--- config.mk ---
export PLATFORM = sky130hd
export DESIGN_NAME = st2bus_pack
export DESIGN_NICKNAME = d
export VERILOG_FILES = /design/src/rtl/st2bus_pack_pkg.sv /design/src/rtl/st2bus_pack.sv
export SDC_FILE = /design/constraint.sdc
export NUM_CORES = 2
export LEC_CHECK = 0
export CAP_MARGIN = 20
export CORE_ASPECT_RATIO = 1.2
export CORE_UTILIZATION = 60
export CTS_BUF_LIST = sky130_fd_sc_hd__clkbuf_4 sky130_fd_sc_hd__clkbuf_8
export DETAILED_ROUTE_END_ITERATION = 8
export DONT_BUFFER_PORTS = 1
export PLACE_DENSITY_LB_ADDON = 0.05
export SYNTH_ARGS = -nofsm -noshare
export SYNTH_HDL_FRONTEND = slang
export SYNTH_SLANG_ARGS = --single-unit
--- constraint.sdc ---
create_clock -name clk -period 41 [get_ports clk]
set_clock_uncertainty 0.1 [all_clocks]
set_input_delay 8.2 -clock clk [delete_from_list [all_inputs] [get_ports clk]]
set_output_delay 8.2 -clock clk [all_outputs]
set_load 0.005 [all_outputs]
--- src/rtl/st2bus_pack_pkg.sv ---
// Shared constants and FSM encoding for the stream-to-bus packer.
package st2bus_pack_pkg;

    localparam int ST_DEF       = 8;
    localparam int OUT_W_DEF    = 512;
    localparam int PKT_SYM_DEF  = 128;
    localparam int SYM_PER_WORD = OUT_W_DEF / ST_DEF;
    localparam int NSYM_W       = 7;

    typedef enum logic [0:0] {
        S_IDLE = 1'b0,
        S_PACK = 1'b1
    } state_e;

endpackage : st2bus_pack_pkg

--- src/rtl/st2bus_pack.sv ---
// Packs a symbol stream into wide bus words with packet framing.
// Stage 1 is the accumulator that fills slot by slot; once a word closes it
// waits there until stage 2 (the output register) can take it.
module st2bus_pack
    import st2bus_pack_pkg::*;
#(
    parameter int ST      = ST_DEF,
    parameter int OUT_W   = OUT_W_DEF,
    parameter int PKT_SYM = PKT_SYM_DEF
) (
    input  logic               clk,
    input  logic               rst,
    input  logic [ST-1:0]      st_data,
    input  logic               st_valid,
    input  logic               st_sop,
    input  logic               st_eop,
    output logic               st_ready,
    output logic [OUT_W-1:0]   out_data,
    output logic               out_valid,
    output logic               out_sop,
    output logic               out_eop,
    output logic [NSYM_W-1:0]  out_nsym,
    input  logic               out_ready,
    output logic               err_framing,
    output logic [15:0]        pkt_cnt
);

    localparam int NSYM   = OUT_W / ST;
    localparam int SLOT_W = $clog2(NSYM);
    localparam logic [SLOT_W-1:0] LAST_SLOT = SLOT_W'(NSYM - 1);

    // Packet length is deliberately not policed; PKT_SYM only has to be sane.
    if ((OUT_W % ST) != 0 || NSYM > 64 || NSYM < 2 || PKT_SYM < 1) begin : g_bad_cfg
        $error("st2bus_pack: unsupported ST/OUT_W/PKT_SYM combination");
    end

    state_e              state_q, state_d;
    logic [SLOT_W-1:0]   slot_q, slot_d;
    logic                first_q, first_d;      // next closed word opens the packet
    logic [OUT_W-1:0]    acc_data_q, acc_data_d;
    logic                acc_full_q, acc_full_d; // accumulator holds a closed word
    logic                acc_sop_q, acc_sop_d;
    logic                acc_eop_q, acc_eop_d;
    logic [NSYM_W-1:0]   acc_nsym_q, acc_nsym_d;
    logic [OUT_W-1:0]    out_data_q, out_data_d;
    logic                out_valid_q, out_valid_d;
    logic                out_sop_q, out_sop_d;
    logic                out_eop_q, out_eop_d;
    logic [NSYM_W-1:0]   out_nsym_q, out_nsym_d;
    logic                err_q, err_d;
    logic [15:0]         pkt_cnt_q, pkt_cnt_d;
    logic                rdy_en_q;              // holds st_ready low until the first edge after reset

    logic move;      // closed word advances from accumulator to output register
    logic out_fire;  // output word transferred this cycle
    logic ready;
    logic accept;
    logic write;

    // Next-state logic for both storage stages, the FSM and the counters.
    always_comb begin
        // NOTE: every variable gets a default first so no path leaves it unassigned (no latches).
        state_d     = state_q;
        slot_d      = slot_q;
        first_d     = first_q;
        acc_data_d  = acc_data_q;
        acc_full_d  = acc_full_q;
        acc_sop_d   = acc_sop_q;
        acc_eop_d   = acc_eop_q;
        acc_nsym_d  = acc_nsym_q;
        out_data_d  = out_data_q;
        out_valid_d = out_valid_q;
        out_sop_d   = out_sop_q;
        out_eop_d   = out_eop_q;
        out_nsym_d  = out_nsym_q;
        err_d       = err_q;
        pkt_cnt_d   = pkt_cnt_q;
        write       = 1'b0;

        out_fire = out_valid_q && out_ready;
        move     = acc_full_q && (!out_valid_q || out_ready);
        ready    = rdy_en_q && (!acc_full_q || move);
        accept   = st_valid && ready;

        // Output stage: drain, then refill from the accumulator.
        if (out_fire) begin
            out_valid_d = 1'b0;
            if (out_eop_q) begin
                pkt_cnt_d = pkt_cnt_q + 16'd1;
            end
        end
        if (move) begin
            out_valid_d = 1'b1;
            out_data_d  = acc_data_q;
            out_sop_d   = acc_sop_q;
            out_eop_d   = acc_eop_q;
            out_nsym_d  = acc_nsym_q;
            acc_full_d  = 1'b0;
        end

        // Framing: only a sop beat opens a packet; stray sop inside is data.
        unique case (state_q)
            S_IDLE: begin
                if (accept) begin
                    if (st_sop) begin
                        write   = 1'b1;
                        state_d = S_PACK;
                        first_d = 1'b1;
                    end else begin
                        err_d = 1'b1;
                    end
                end
            end
            S_PACK: begin
                if (accept) begin
                    write = 1'b1;
                    if (st_sop) begin
                        err_d = 1'b1;
                    end
                end
            end
            default: state_d = S_IDLE;
        endcase

        // Accumulator fill; slot 0 wipes the previous word so unused slots read zero.
        if (write) begin
            if (slot_q == '0) begin
                acc_data_d = '0;
            end
            acc_data_d[slot_q*ST +: ST] = st_data;
            if (slot_q == LAST_SLOT || st_eop) begin
                acc_full_d = 1'b1;
                acc_nsym_d = NSYM_W'(slot_q) + NSYM_W'(1);
                acc_sop_d  = (state_q == S_IDLE) || first_q;
                acc_eop_d  = st_eop;
                slot_d     = '0;
                first_d    = 1'b0;
                if (st_eop) begin
                    state_d = S_IDLE;
                end
            end else begin
                slot_d = slot_q + SLOT_W'(1);
            end
        end
    end

    // State registers with asynchronous reset discarding any partial or pending word.
    always_ff @(posedge clk or posedge rst) begin
        if (rst) begin
            // NOTE: sequential state uses non-blocking assignments only, so all flops update together.
            state_q     <= S_IDLE;
            slot_q      <= '0;
            first_q     <= 1'b0;
            acc_data_q  <= '0;
            acc_full_q  <= 1'b0;
            acc_sop_q   <= 1'b0;
            acc_eop_q   <= 1'b0;
            acc_nsym_q  <= '0;
            out_data_q  <= '0;
            out_valid_q <= 1'b0;
            out_sop_q   <= 1'b0;
            out_eop_q   <= 1'b0;
            out_nsym_q  <= '0;
            err_q       <= 1'b0;
            pkt_cnt_q   <= '0;
            rdy_en_q    <= 1'b0;
        end else begin
            state_q     <= state_d;
            slot_q      <= slot_d;
            first_q     <= first_d;
            acc_data_q  <= acc_data_d;
            acc_full_q  <= acc_full_d;
            acc_sop_q   <= acc_sop_d;
            acc_eop_q   <= acc_eop_d;
            acc_nsym_q  <= acc_nsym_d;
            out_data_q  <= out_data_d;
            out_valid_q <= out_valid_d;
            out_sop_q   <= out_sop_d;
            out_eop_q   <= out_eop_d;
            out_nsym_q  <= out_nsym_d;
            err_q       <= err_d;
            pkt_cnt_q   <= pkt_cnt_d;
            rdy_en_q    <= 1'b1;
        end
    end

    assign st_ready    = ready;
    assign out_data    = out_data_q;
    assign out_valid   = out_valid_q;
    assign out_sop     = out_sop_q;
    assign out_eop     = out_eop_q;
    assign out_nsym    = out_nsym_q;
    assign err_framing = err_q;
    assign pkt_cnt     = pkt_cnt_q;

endmodule : st2bus_pack

# Yosys cells after proc, flatten, opt, wreduce, memory -nomap -nowiden
# Cells that the tools add are included.
# classes
n_eq_ne	5
n_reduce_logical	15
n_addsub	4
n_mux	27
n_bitwise	1
n_shift	2
# ops
operator	n
$mux W512	2
$bwmux W512	1
$shift A8 B34 Y512 const A	1
$shiftx A8 B34 Y512	1
$neg A9 Y34	1
$mux W1	21
$add A16 B1 Y16 const B	1
$add A6 B1 Y7 const B	1
$add A6 B1 Y6 const B	1
$eq A6 B6 Y1 const B	1
$logic_not A6 Y1	1
$mux W6	1
$ne A2 B2 Y1 const B	3
$logic_and A1 B1 Y1	4
$logic_or A1 B1 Y1	4
$pmux W1 S2	2
$reduce_and A2 Y1	2
$reduce_and A4 Y1	1
$logic_not A1 Y1	2
$ne A2 B1 Y1 const B	1
$reduce_bool A2 Y1	1
$not A1 Y1	1
# totals
word_cells	70
regBits	1070
output_inout_bits	540

# Logic depth before layout (Yosys ltp)
# depth
word_depth	11
ltp_mapped	12

# Worst setup path after synthesis
# No wires, ideal clock.
# synth_path
kind	input port to output port
from	in out_ready
to	out st_ready
path_stages	2
t_required_ps	32700
path_slack_ps	24156
t_arrival_ps	8545
cell_sequence	nand3b_1 -> and2_1
# synth_via
elab_chain_len	4
# synth_rtl
item	line	source
start: declaration	st2bus_pack.sv:23	input logic out_ready,
$logic_or A1 B1 Y1	st2bus_pack.sv:81	move = acc_full_q && (!out_valid_q || out_ready);
$logic_and A1 B1 Y1	st2bus_pack.sv:81	
$logic_or A1 B1 Y1	st2bus_pack.sv:82	ready = rdy_en_q && (!acc_full_q || move);
$logic_and A1 B1 Y1	st2bus_pack.sv:82	
end: declaration	st2bus_pack.sv:17	output logic st_ready,
# No other way between the ends.

# Worst setup path in the final report
# Same ends and word-level chain as after synthesis.

==> summary.txt <==
Run status
  – Outcome: completed

Pwr
  – Sequential Power Share: 0.490
  – Clock power frac: 0.416
  – Maximum VDD drop: 0.0000380 V
  – Psw: 0.000599 W
  – Sw Ratio: 0.268
  – Combinational share of power: 0.094
  – Internal power: 0.00163 W
  – Total leakage power: 21.6 nW
  – Design Power: 0.00223 W
  – Total power per unit cell area: 48.6 nW/um2

STA
  – RSZ-0062 raised after global routing: false
  – Final setup viols: 0
  – Slew margin rel.: 0.0322
  – Slew Limit Fails: 0
  – Final hold vios: 0
  – Post-Route Setup TNS: 0 ns
  – Fin crit share: 0.412
  – Final min period: 16.89 ns
  – Max Freq: 59.2 MHz
  – Worst-Margin Slew: 1.45 ns
  – Worst hold slack: 0.378 ns

Placement
  – Port Buffers: 0
  – Inst Count DP: 3928
  – DP Area: 42300 um2
  – Routability Congestion: 0.878
  – DP Wirelength: 75700 um

Worst setup path
  – Delay-heaviest family, CP: simple AND/OR/NAND/NOR gates
  – Critical path, cell by cell: nand3b_1, and2_1
  – Worst reg-to-reg path cell count: 9
  – CP max FO: 5
  – Critical path depth: 2
  – Worst path required time: 32.70 ns
  – Reg2Reg Setup Slack: 36.35 ns
  – CP peak stage delay: 0.20 ns
  – CP endpoint kind: output port
  – Reg2reg start: slot_q[2]
  – Crit path buf inv count: 0
  – Startpoint Class: input pin
  – Critical Path Slowest Stage Cell: and2_1
  – Arrival @ worst endpoint: 8.59 ns
  – RR Endpoint: acc_data_q[506]
  – Critical path type: input pin to output port

Final layout
  – Layout cells sized above 1: 0.272
  – Synthesis-to-finish area growth: 9.83%
  – Layout Nets: 3204
  – Final Instance Area: 45900 um2
  – Cell Count, Final, Fillers Out: 4213

Min path
  – Hold path startpoint: acc_eop_q
  – Hold EP: acc_eop_q
  – Hold Path Stages: 2
  – Worst min path class: flip-flop to flip-flop

Detailed routing
  – Initial drt markers: 2041
  – Remaining antenna violation count: 0
  – Vias per cell: 6.48
  – Drt total wl: 115000 um
  – Vias: 27315
  – TritonRoute pass-1 iters: 6
  – # DRC: 0
  – Routed len/inst: 27.2 um

Synth
  – Synth area leaders: dfrtp_1 64%, mux2_2 14%, o21ai_0 5.7%, o211ai_1 4.5%, nand3_1 3.8%
  – Post-Synthesis Cells: 3261
  – Cell taking the most area after synthesis: dfrtp_1
  – Post-synthesis cell area: 41800 um2
  – Synth unique cells: 48
  – Post-synth top area share: 0.641
  – Syn_nets: 3279
  – Syn. warnings: 0
  – Synthesized area per cell: 12.8 um2
  – Seq/Total Area, Yosys: 0.641
  – Ys async rst share: 1.00
  – Most used DFF post-synth: dfrtp_1
  – FF+latch count, synth: 1070
  – Post-synth EDFFs: 0

Clocking
  – CTS buffer count: 163
  – Clock Tree Buf Depth: 3
  – Clock latency on the worst-skew pair: 0.81 ns
  – CTS H-Tree Depth: 4
  – Clock Sinks: 1070
  – TritonCTS clock tree: yes
  – Post-CTS Resized: 0
  – Clock Pin Slew Worst Setup and Hold Paths: 0.07 ns
  – Setup bufs post-CTS: 0
  – Hold_buf cts: 0
  – CTS root buf: clkbuf_8

Floorplanning
  – Die area: 70700 um2
  – FP Rows: 105
  – Io pins: 554
  – Die W: 243 um
  – Core area: 68600 um2
  – Initial Utilization: 0.609
  – Die Ht: 291 um

Global routing
  – Largest net degree at the start of global routing: 249
  – Total track usage: 0.326
  – GR Overflow Total: 0
  – Vias in the first global route: 27523
  – First-pass GRT wire length: 174000 um
  – Initial antenna violation count: 1

Flow run
  – Maxcap violations: 0
cell usage after synthesis, drive strengths merged (4+ instances only):
cell type / instances
inv: 8
and3: 6
clkbuf: 248
nand4: 69
a22o: 7
ha: 4
mux2: 523
nand2: 61
or2: 32
nand3: 314
a21oi: 10
nand2b: 13
xor2: 8
o21ai: 488
xnor2: 17
o211ai: 249
nor2: 20
o31ai: 33
a2111oi: 6
dfrtp: 1070
buf: 42
layer usage:
layer	global-route usage	wire length, um	vias to the layer above
met3	0.130	11900	231
met2	0.513	54800	1110
li1	-	-	11768
met1	0.404	43400	14206
met4	0.131	4580	0
met5	0	0	-
worst max-delay path by stage:
stage / endpoint / from / slack, ns
after global placement: st_ready / out_ready / 24.11
after detailed placement: st_ready / out_ready / 24.12
after CTS: st_ready / out_ready / 24.11
after global routing: st_ready / out_ready / 24.07
final: st_ready / out_ready / 24.11
after floorplan: acc_data_q[0] / rst / 2.58
state kept, by name, indices dropped and copies added, names as in the netlist:
| register | cells |
|---|---|
| acc_data_q | 512 |
| acc_eop_q | 1 |
| acc_full_q | 1 |
| acc_nsym_q | 7 |
| acc_sop_q | 1 |
| err_framing | 1 |
| first_q | 1 |
| out_data | 512 |
| out_eop | 1 |
| out_nsym | 7 |
| out_sop | 1 |
| out_valid | 1 |
| pkt_cnt | 16 |
| rdy_en_q | 1 |
| slot_q | 6 |
| state_q | 1 |
logic make-up (layout without fill, tap and decap cells):
group                    Yosys count  after routing  synth area share
buffers and inverters            298            340            0.0274
flip-flops                      1070           1070             0.641
other                              1              2         0.0000897
adder cells (fa/ha/maj)            4              4           0.00120
XOR/XNOR                          25             25           0.00524
AND/OR/NAND/NOR                  535            535            0.0662
AO/OA/AOI/OAI                    805            805             0.118
multiplexers                     523            523             0.141
cells in the final DEF (no fill, tap or decap), types with 15 or more instances in the layout:
| cell | count |
|---|---|
| buf_4 | 45 |
| clkbuf_4 | 48 |
| clkbuf_8 | 207 |
| dfrtp_1 | 1070 |
| mux2_2 | 523 |
| nand2_1 | 56 |
| nand3_1 | 313 |
| nand4_1 | 69 |
| nor2_1 | 19 |
| o211ai_1 | 249 |
| o21ai_0 | 480 |
| o31ai_1 | 33 |
| or2_0 | 22 |
| xnor2_1 | 15 |
power groups by stage:
stage                     registers (W)  clock network [W]  logic (W)
final                           0.00109           0.000928   0.000209
after global placement          0.00111                  0   0.000203
after global routing            0.00110           0.000988   0.000226
after detailed placement        0.00111                  0   0.000208
after CTS                       0.00109           0.000941   0.000209
after floorplan                 0.00111                  0   0.000143
through the flow:
| stage | util | worst slack [ns] |
|---|---|---|
| floorplan | - | 2.58 |
| global placement | 0.617 | 24.11 |
| detailed placement | 0.617 | 24.12 |
| CTS | 0.668 | 24.11 |
| global route | 0.669 | 24.07 |
| finish | 0.669 | 24.11 |
cell type report:
| class | instances | area [um2] |
|---|---|---|
| fillers | 5019 | 22700 |
| repair buffers | 50 | 453 |
| multi-input cells | 1893 | 14000 |
| flip-flops and latches | 1070 | 26800 |
| well taps | 909 | 1140 |
| diodes | 1 | 2.50 |
| inverters | 8 | 37.5 |
| clock buffers | 255 | 3210 |
| clock inverters | 27 | 292 |
Note: power is estimated with default switching activity, not from simulation.
